===== config.mk =====
export PLATFORM = sky130hd
export DESIGN_NAME = ok_arith_bank
export DESIGN_NICKNAME = d
export VERILOG_FILES = /design/src/rtl/ok_arith_pkg.sv /design/src/rtl/ok_arith_bank_btn_debounce.sv /design/src/rtl/ok_arith_bank.sv
export SDC_FILE = /design/constraint.sdc
export NUM_CORES = 1
export LEC_CHECK = 0
export ABC_AREA = 1
export BUFFER_PORTS_ARGS = -buffer_cell sky130_fd_sc_hd__buf_2
export CORE_ASPECT_RATIO = 1.1
export CORE_MARGIN = 10
export CORE_UTILIZATION = 45
export CTS_BUF_LIST = sky130_fd_sc_hd__clkbuf_8 sky130_fd_sc_hd__clkbuf_16
export DETAILED_ROUTE_END_ITERATION = 12
export HOLD_SLACK_MARGIN = 0.1
export PLACE_DENSITY = 0.68
export SLEW_MARGIN = 15
export SYNTH_ARGS = -nofsm -noshare
export SYNTH_HDL_FRONTEND = slang
export SYNTH_SLANG_ARGS = --single-unit
export TNS_END_PERCENT = 100

===== constraint.sdc =====
create_clock -name ti_clk -period 3.5 [get_ports ti_clk]
set_input_delay 0.7 -clock ti_clk [delete_from_list [all_inputs] [get_ports ti_clk]]
set_output_delay 0.7 -clock ti_clk [all_outputs]
set_load 0.05 [all_outputs]

===== src/rtl/ok_arith_pkg.sv =====
// Shared mode encodings, FSM state type and default sizes for ok_arith_bank.
package ok_arith_pkg;

    localparam int DEFAULT_NUM_CH = 4;
    localparam int DEFAULT_DATA_W = 16;

    localparam logic [1:0] MODE_ADD    = 2'b00;
    localparam logic [1:0] MODE_SUB    = 2'b01;
    localparam logic [1:0] MODE_SATADD = 2'b10;
    localparam logic [1:0] MODE_PASSA  = 2'b11;

    typedef enum logic [1:0] {
        IDLE = 2'b00,
        SNAP = 2'b01,
        CALC = 2'b10,
        DONE = 2'b11
    } state_t;

endpackage


===== src/rtl/ok_arith_bank_btn_debounce.sv =====
// One-button debouncer: 2-flop synchroniser on the active-low raw input,
// stability counter, and an active-high debounced level with a rise strobe.
module btn_debounce #(
    parameter int DEBOUNCE_CYC = 16
) (
    input  logic ti_clk,
    input  logic rst,
    input  logic button_n,
    output logic state,
    output logic rise
);

    localparam int CNT_W = (DEBOUNCE_CYC > 2) ? $clog2(DEBOUNCE_CYC) : 1;
    localparam logic [CNT_W-1:0] CNT_LAST = CNT_W'(DEBOUNCE_CYC - 1);

    logic [1:0]       sync_q, sync_d;
    logic [CNT_W-1:0] cnt_q, cnt_d;
    logic             state_q, state_d;
    logic             pressed;

    // Synchroniser idles at the released (high) level so reset never looks like a press.
    always_comb begin
        sync_d  = {sync_q[0], button_n};
        pressed = ~sync_q[1];
        cnt_d   = '0;
        state_d = state_q;
        if (pressed != state_q) begin
            if (cnt_q == CNT_LAST) begin
                state_d = ~state_q;
            end else begin
                cnt_d = cnt_q + 1'b1;
            end
        end
    end

    always_ff @(posedge ti_clk) begin
        if (rst) begin
            sync_q  <= 2'b11;
            cnt_q   <= '0;
            state_q <= 1'b0;
        end else begin
            sync_q  <= sync_d;
            cnt_q   <= cnt_d;
            state_q <= state_d;
        end
    end

    assign state = state_q;
    assign rise  = state_d & ~state_q;

endmodule


===== src/rtl/ok_arith_bank.sv =====
// Multi-channel arithmetic bank with atomic result publish and button debouncing.
// Define OK_ARITH_CHECKSUM_EN to build the XOR checksum on csum; otherwise csum is 0.
module ok_arith_bank
    import ok_arith_pkg::*;
#(
    parameter int NUM_CH       = DEFAULT_NUM_CH,
    parameter int DATA_W       = DEFAULT_DATA_W,
    parameter int BTN_W        = 4,
    parameter int DEBOUNCE_CYC = 16
) (
    input  logic                     ti_clk,
    input  logic                     rst,
    input  logic                     start,
    input  logic [1:0]               mode,
    input  logic [NUM_CH*DATA_W-1:0] op_a,
    input  logic [NUM_CH*DATA_W-1:0] op_b,
    output logic [NUM_CH*DATA_W-1:0] result,
    output logic [NUM_CH-1:0]        ovf,
    output logic                     busy,
    output logic                     done,
    output logic [DATA_W-1:0]        csum,
    input  logic [BTN_W-1:0]         button,
    output logic [BTN_W-1:0]         btn_state,
    output logic [BTN_W-1:0]         btn_press,
    input  logic                     btn_clr
);

    localparam int IDX_W = (NUM_CH > 1) ? $clog2(NUM_CH) : 1;
    localparam logic [IDX_W-1:0] LAST_IDX = IDX_W'(NUM_CH - 1);

    state_t                    state_q, state_d;
    logic                      start_prev_q, start_prev_d;
    logic [1:0]                mode_sh_q, mode_sh_d;
    logic [NUM_CH*DATA_W-1:0]  a_sh_q, a_sh_d, b_sh_q, b_sh_d;
    logic [IDX_W-1:0]          idx_q, idx_d;
    logic [NUM_CH*DATA_W-1:0]  stage_res_q, stage_res_d;
    logic [NUM_CH-1:0]         stage_ovf_q, stage_ovf_d;
    logic [NUM_CH*DATA_W-1:0]  result_q, result_d;
    logic [NUM_CH-1:0]         ovf_q, ovf_d;
    logic                      busy_q, busy_d, done_q, done_d;
    logic [BTN_W-1:0]          btn_press_q, btn_press_d, btn_rise;

    logic                      start_edge, last_ch, publish;
    logic [DATA_W-1:0]         a_ch, b_ch, ch_res;
    logic [DATA_W:0]           sum_w, diff_w;
    logic                      ch_ovf;

    assign start_edge = start & ~start_prev_q;
    assign last_ch    = (idx_q == LAST_IDX);
    assign publish    = (state_q == CALC) && last_ch;

    always_comb begin
        state_d = state_q;
        case (state_q)
            IDLE:    if (start_edge) state_d = SNAP;
            SNAP:    state_d = CALC;
            CALC:    if (last_ch) state_d = DONE;
            DONE:    state_d = IDLE;
            default: state_d = IDLE;
        endcase
    end

    // Shared unit: DATA_W+1 bit sum/difference, top bit is carry or borrow.
    always_comb begin
        a_ch   = a_sh_q[int'(idx_q)*DATA_W +: DATA_W];
        b_ch   = b_sh_q[int'(idx_q)*DATA_W +: DATA_W];
        sum_w  = {1'b0, a_ch} + {1'b0, b_ch};
        diff_w = {1'b0, a_ch} - {1'b0, b_ch};
        ch_res = a_ch;
        ch_ovf = 1'b0;
        case (mode_sh_q)
            MODE_ADD: begin
                ch_res = sum_w[DATA_W-1:0];
                ch_ovf = sum_w[DATA_W];
            end
            MODE_SUB: begin
                ch_res = diff_w[DATA_W-1:0];
                ch_ovf = diff_w[DATA_W];
            end
            MODE_SATADD: begin
                ch_res = sum_w[DATA_W] ? {DATA_W{1'b1}} : sum_w[DATA_W-1:0];
                ch_ovf = sum_w[DATA_W];
            end
            default: begin
                ch_res = a_ch;
                ch_ovf = 1'b0;
            end
        endcase
    end

    // Results go public on the edge that writes the last channel, so the
    // final channel is forwarded from the staging next-value.
    always_comb begin
        start_prev_d = start;
        mode_sh_d    = mode_sh_q;
        a_sh_d       = a_sh_q;
        b_sh_d       = b_sh_q;
        idx_d        = idx_q;
        stage_res_d  = stage_res_q;
        stage_ovf_d  = stage_ovf_q;
        result_d     = result_q;
        ovf_d        = ovf_q;
        busy_d       = busy_q;
        done_d       = done_q;
        case (state_q)
            IDLE: begin
                if (start_edge) begin
                    busy_d = 1'b1;
                    done_d = 1'b0;
                end
            end
            SNAP: begin
                mode_sh_d = mode;
                a_sh_d    = op_a;
                b_sh_d    = op_b;
                idx_d     = '0;
            end
            CALC: begin
                stage_res_d[int'(idx_q)*DATA_W +: DATA_W] = ch_res;
                stage_ovf_d[idx_q] = ch_ovf;
                idx_d = idx_q + 1'b1;
                if (last_ch) begin
                    result_d = stage_res_d;
                    ovf_d    = stage_ovf_d;
                    busy_d   = 1'b0;
                    done_d   = 1'b1;
                end
            end
            default: ;
        endcase
    end

    always_ff @(posedge ti_clk) begin
        if (rst) begin
            state_q      <= IDLE;
            start_prev_q <= 1'b1;
            mode_sh_q    <= '0;
            a_sh_q       <= '0;
            b_sh_q       <= '0;
            idx_q        <= '0;
            stage_res_q  <= '0;
            stage_ovf_q  <= '0;
            result_q     <= '0;
            ovf_q        <= '0;
            busy_q       <= 1'b0;
            done_q       <= 1'b0;
            btn_press_q  <= '0;
        end else begin
            state_q      <= state_d;
            start_prev_q <= start_prev_d;
            mode_sh_q    <= mode_sh_d;
            a_sh_q       <= a_sh_d;
            b_sh_q       <= b_sh_d;
            idx_q        <= idx_d;
            stage_res_q  <= stage_res_d;
            stage_ovf_q  <= stage_ovf_d;
            result_q     <= result_d;
            ovf_q        <= ovf_d;
            busy_q       <= busy_d;
            done_q       <= done_d;
            btn_press_q  <= btn_press_d;
        end
    end

    assign result = result_q;
    assign ovf    = ovf_q;
    assign busy   = busy_q;
    assign done   = done_q;

`ifdef OK_ARITH_CHECKSUM_EN
    logic [DATA_W-1:0] csum_q, csum_d;

    always_comb begin
        csum_d = csum_q;
        if (publish) begin
            csum_d = '0;
            for (int i = 0; i < NUM_CH; i++) begin
                csum_d = csum_d ^ stage_res_d[i*DATA_W +: DATA_W];
            end
        end
    end

    always_ff @(posedge ti_clk) begin
        if (rst) begin
            csum_q <= '0;
        end else begin
            csum_q <= csum_d;
        end
    end

    assign csum = csum_q;
`else
    assign csum = '0;
`endif

    for (genvar g = 0; g < BTN_W; g++) begin : g_btn
        btn_debounce #(
            .DEBOUNCE_CYC(DEBOUNCE_CYC)
        ) u_btn (
            .ti_clk   (ti_clk),
            .rst      (rst),
            .button_n (button[g]),
            .state    (btn_state[g]),
            .rise     (btn_rise[g])
        );
    end

    // A new press outranks a simultaneous clear.
    always_comb begin
        btn_press_d = (btn_press_q & ~{BTN_W{btn_clr}}) | btn_rise;
    end

    assign btn_press = btn_press_q;

endmodule


=== Word level (Yosys, flattened, before mapping) ===
Index checks and enable logic that the tools add are counted.

* Bitwise gates (word level): 21
* Magnitude comparators: 2
* $add $sub $neg: 8
* Shift operators: 4
* Div/mod/pow operators: 0
* Eq/ne operators: 16
* Multipliers: 0
* Multiplexer cells: 25
* Reductions and logical operators: 13

{| class="wikitable"
|+ Operators with widths
! cell !! count
|-
| $shiftx 64x7->16 || 2
|-
| $bwmux 64 || 1
|-
| $shift 16x33->64 const A || 1
|-
| $shiftx 16x33->64 || 1
|-
| $pmux 16 s3 || 1
|-
| $neg 6->33 || 1
|-
| $add 16x16->17 || 1
|-
| $sub 16x16->17 || 1
|-
| $add 4x1->4 const B || 4
|-
| $eq 4x4->1 const B || 4
|-
| $mux 16 || 1
|-
| $mux 1 || 13
|-
| $not 1->1 || 13
|-
| $reduce_or 3->1 || 4
|-
| $eq 2x2->1 const B || 4
|-
| $pmux 2 s4 || 1
|-
| $pmux 1 s2 || 3
|-
| $and 1x1->1 || 5
|-
| $and 4x4->4 || 1
|-
| $bwmux 4 || 1
|-
| $eq 2x1->1 const B || 2
|-
| $logic_not 2->1 || 2
|-
| $mux 2 || 2
|-
| $ne 1x1->1 || 4
|-
| other kinds (13) || 16
|}

* Register bits after elaboration: 305
* Latch bits: 0
* Bits of input ports: 138
* Output and inout bits: 94
* RAM bits: 0
* ROM bits: 0
* Memories: 0

=== Depth between registers and ports, before layout ===
* Depth in word-level cells: 6
* Gate-level depth with buffers: 27
* Gate-level depth less buffers: 23

=== Cells and area by module ===
From an unflattened synthesis, not the netlist that was laid out.

* Cells, all modules: 2398
* Area, all modules: 15713.8 um2

{| class="wikitable"
|+ Modules (own cells, without submodules)
! module !! instances !! area each (um2) !! cells each !! sequential area each (um2)
|-
| ok_arith_bank || 1 || 14617.8 || 2262 || 5525.3
|-
| btn_debounce || 4 || 274.0 || 34 || 140.1
|}

=== Worst setup path before layout ===
Ideal clock, no wire load.

* Path type: register to register
* Start: reg idx_q[0]
* End: reg result_q[41] (netlist: result[41])
* Arrival: 3.254 ns
* Setup time: 0.113 ns
* Stages on the path, launching flop included: 24
* Setup slack: 0.133 ns
* Data required time: 3.387 ns
* Cell sequence: dfxtp_1 -> buf_2 -> clkinv_1 -> buf_2 -> buf_1 -> buf_2 -> o21ai_0 -> o22ai_1 -> ha_1 -> fa_1 -> nand2_1 -> nand3_1 -> nand3_1 -> nand2_2 -> nand2_1 -> nand3_2 -> o21ai_4 -> nand3_1 -> nand2_1 -> nor2_1 -> nand2_1 -> o21ai_1 -> o21ai_1 -> inv_1

* Cells in the longest elaborated chain, start to end: 6

{| class="wikitable"
|+ Ends and longest elaborated chain
! what !! RTL line !! RTL
|-
| from (decl) || ok_arith_bank.sv:35 || <nowiki>logic [IDX_W-1:0] idx_q, idx_d;</nowiki>
|-
| from (signal assigned) || ok_arith_bank.sv:154 || <nowiki>idx_q <= idx_d;</nowiki>
|-
| $shiftx 64x7->16 (on tied branches) || ok_arith_bank.sv:65, ok_arith_bank.sv:66 ||
|-
| $add 16x16->17 || ok_arith_bank.sv:67 || <nowiki>sum_w = {1'b0, a_ch} + {1'b0, b_ch};</nowiki>
|-
| $mux 16 || ok_arith_bank.sv:81 || <nowiki>ch_res = sum_w[DATA_W] ? {DATA_W{1'b1}} : sum_w[DATA_W-1:0];</nowiki>
|-
| $pmux 16 s3 || ok_arith_bank.sv:71 || <nowiki>case (mode_sh_q)</nowiki>
|-
| $shiftx 16x33->64 || ok_arith_bank.sv:119 || <nowiki>stage_res_d[int'(idx_q)*DATA_W +: DATA_W] = ch_res;</nowiki>
|-
| $bwmux 64 || ok_arith_bank.sv:119 ||
|-
| to (signal assigned) || ok_arith_bank.sv:157 || <nowiki>result_q <= result_d;</nowiki>
|-
| to (decl) || ok_arith_bank.sv:38 || <nowiki>logic [NUM_CH*DATA_W-1:0] result_q, result_d;</nowiki>
|}

Several ways; a longest one is shown, not always the timed one.
A chain may end at the register's enable or synchronous reset.

=== Final worst setup path ===
* Start: reg idx_q[0]
* End: reg stage_res_q[15]

* Cells in the longest elaborated chain, start to end: 6

{| class="wikitable"
|+ Ends and longest elaborated chain
! what !! RTL line !! RTL
|-
| $shiftx 64x7->16 (on tied branches) || ok_arith_bank.sv:65, ok_arith_bank.sv:66 ||
|-
| $add 16x16->17 || ok_arith_bank.sv:67 ||
|-
| $mux 16 || ok_arith_bank.sv:81 ||
|-
| $pmux 16 s3 || ok_arith_bank.sv:71 ||
|-
| $shiftx 16x33->64 || ok_arith_bank.sv:119 ||
|-
| $bwmux 64 * || ok_arith_bank.sv:119 ||
|-
| to (signal assigned) || ok_arith_bank.sv:155 || <nowiki>stage_res_q <= stage_res_d;</nowiki>
|-
| to (decl) || ok_arith_bank.sv:36 || <nowiki>logic [NUM_CH*DATA_W-1:0] stage_res_q, stage_res_d;</nowiki>
|}

Every way passes the cells marked *; elsewhere a longest branch is shown, timed or not.

==> results.cfg <==
[timing]
final_hold_viol_count = 0
max_freq_mhz = 301
period_minus_slack_ns = 3.32
worst_slew_pin_slew_ns = 1.06
finClkSkew_ns = 0.0174
maxSlewViolCount = 0
min_period_over_period_pct = 94.9
setup_viol = 0
tns_ns = 0
max_slew_margin_pct = 29.3

[route]
drc = 0
firstDrtPassIters = 5
routed_via_density = 5.18
antenna_left = 0
vias = 15611
wl_mm = 50.9
wire_per_inst_microns = 16.9
drt_iter0_markers = 1202

[critical_path]
required_ns = 3.98
rr_worst_depth = 22
worstPathCellList = buf_12, buf_12, nand2_1, a32oi_2, buf_4, inv_1, ha_4, buf_4, nor2_2, nand2_1, nor2_4, nand3_2, nand2_1, nand2_1, nand3_1, nand3_1, nor2_2, nor2_4, nand2_1, o21ai_1, o21ai_0, inv_1
cp_slowest_cell = dfxtp_4
reg2reg_to = stage_res_q[15]
critPathKind = reg2reg
worst-path-max-fanout = 16
reg2reg_slack_ns = 0.18
crit_start = idx_q[0]
cp-start-kind = flop
cp-end-kind = flop
worst_ep_arrival_time_ns = 3.80
reg2reg_from = idx_q[0]
slowest_delay_ns = 0.39
endpoint = stage_res_q[15]
timing.critical_path.mode_cell = nand2_1

[power]
switching_share_pct = 43.7
power_leakage_nw = 9.64
switchingPower_w = 0.00745
intPower_w = 0.00959
cellPowerDensity_nw_per_um2 = 905
ir_worst_vdd_uv = 613
power_frac_seq_pct = 28.1
p_clk_share_pct = 18.8
pwr-share-comb_pct = 53.2

[die]
core_sq_um = 33400
initial_utilization_pct = 45.8
fp.dieW_microns = 196
num_io_pins = 232
rows = 70
die_y_microns = 213
die_area_sq_um = 41700

[clocking]
clock_path_buffers = 3
cts_sinks = 304
htree_levels = 1
clkLatencyLatePin_ns = 0.58
cts_root_buf = clkbuf_16
clk_pin_slew_worst_paths_ns = 0.06
numCtsBuffers = 31
ctsHoldBuffers = 0
tritoncts = yes

[synth]
syn-mean-instance-area_sq_um = 6.62
ys_ff_latch = 304
yosysMostFrequentCell = nor2_1
synthFlopType = dfxtp_1
yosys-top-cells-count = nor2_1, nand2_1, dfxtp_1
synthCells = 2309
ys_warn_count = 0
synth_top_area_share_pct = 39.8
synth.distinct_cells = 41
yosys.area.top_type = dfxtp_1
seq_area_frac_synth_pct = 39.8
synth_async_sr_flop_share_pct = 0
netlist_area_sq_um = 15300
synth_edf_count = 0
ys_top_cells_by_area = dfxtp_1, nor2_1, nand2_1

[layout]
fin_area_sq_um = 18800
drive_above_1_share_pct = 19.3
fin_util_pct = 56.4
syn2layout_area_growth_pct = 23.2
n_antenna_cell = 0
multi_input_area_sq_um = 7890
final_cells = 3013
ff_latch_area_sq_um = 6090
fill_cells = 3273
nets = 2748

[placement]
place_congestion = 1.03
placed_cells = 2954
dpl_cell_area_sq_um = 17400
dp_hpwl_mm = 38.1
portBuffers = 215

[global_route]
grt_pass1_vias = 14978
met3_usage_pct = 4.09
grt_pass1_wl_mm = 79.5
busiest_layer = met2
grt_use_met1_pct = 28.0
gr-total-overflow = 0
track_usage_pct = 23.2
antenna_found_initial = 0
grt_start_max_net_pins = 129
globalRouteMet2Util_pct = 40.5

[hold_path]
hold_class = in2reg

[flow_run]
cap_viol_max_count = 0

[run_status]
status = finished clean
==> cell usage in the layout (no fill, tap or decap), drive strengths merged, types with 30 or more instances in the layout <==
cell	Yosys	layout
a21oi	97	97
buf	52	359
clkbuf	103	36
dfxtp	304	304
ha	46	46
inv	269	281
nand2	345	345
nand3	156	156
nor2	542	542
o211ai	30	30
o21ai	256	256
==> worst min path at each step <==
stage / startpoint / endpoint / slack [ns] / depth (start not counted)
floorplan: g_btn[0].u_btn.sync_q[0] / g_btn[0].u_btn.sync_q[1] / 0.39 / 1
global placement: g_btn[2].u_btn.sync_q[0] / g_btn[2].u_btn.sync_q[1] / 0.40 / 1
detailed placement: g_btn[0].u_btn.sync_q[0] / g_btn[0].u_btn.sync_q[1] / 0.40 / 1
CTS: button[0] / g_btn[0].u_btn.sync_q[0] / 0.30 / 2
global route: button[2] / g_btn[2].u_btn.sync_q[0] / 0.31 / 2
finish: button[0] / g_btn[0].u_btn.sync_q[0] / 0.31 / 2
==> flip-flops by register name, summed over array words and instances (netlist names) <==
register and flops:
idx_q 2, stage_ovf_q 3, ovf 4, done 1, stage_res_q 64, result 64
mode_sh_q 2, btn_press 4, state_q 2, start_prev_q 1, a_sh_q 64, b_sh_q 64
g_btn.u_btn.sync_q 8, g_btn.u_btn.cnt_q 16, busy 1, g_btn.u_btn.state 4
==> cell type report <==
type / count / area share (%)
clock inverters: 17 / 0.758
repair buffers: 360 / 12.3
inverters: 272 / 5.47
clock buffers: 35 / 4.41
multi-input cells: 1593 / 41.9
flip-flops and latches: 304 / 32.3
well taps: 432 / 2.87
==> per-layer routing <==
| metal | wire length (microns) | up-vias | share of wire, % |
|---|---|---|---|
| met4 | 1660 | 0 | 3.3 |
| li1 | - | 7840 | - |
| met5 | 0 | - | 0 |
| met2 | 24800 | 507 | 49 |
| met1 | 21400 | 7186 | 42 |
| met3 | 3150 | 78 | 6.2 |
==> logic make-up after synthesis <==
kind of cell | share of synthesized area (%)
AOI/OAI and AO/OA | 15.7
xor gates and xnor gates | 0.401
adders and majority gates | 4.03
buffers and inverters | 11.2
DFF | 39.8
other | 0.0245
and+or+nand+nor | 28.9
==> metrics by stage <==
step	setup WS, ns	hold slack (ns)	total power (W)
2_1_floorplan	0.133	0.389	0.00990
3_3_place_gp	-0.398	0.405	0.0132
3_5_place_dp	-0.513	0.402	0.0133
4_1_cts	0.0173	0.296	0.0166
5_1_grt	-0.0365	0.315	0.0183
6_report	0.180	0.311	0.0170
==> power groups by stage <==
stage	clock network (W)	logic, W	registers [W]
floorplan	0	0.00524	0.00467
global placement	0	0.00836	0.00482
detailed placement	0	0.00844	0.00483
CTS	0.00325	0.00857	0.00477
global route	0.00339	0.0100	0.00486
finish	0.00320	0.00906	0.00478
==> critical path, delay by kind of cell, from the launching register on <==
kind                       cells  cell delay (ns)
AOI/OAI and AO/OA              3             0.53
DFF                            1             0.39
adders and majority gates      1             0.26
and+or+nand+nor               12             1.31
buffers and inverters          6             0.71
==> repair_timing <==
item                       in CTS  in global routing
setup buffers                   0                  6
pin swaps                       0                  9
setup endpoints to repair      83                118
resized for setup              16                 86
cloned                          0                  1
Note: power is estimated with default switching activity, not from simulation.
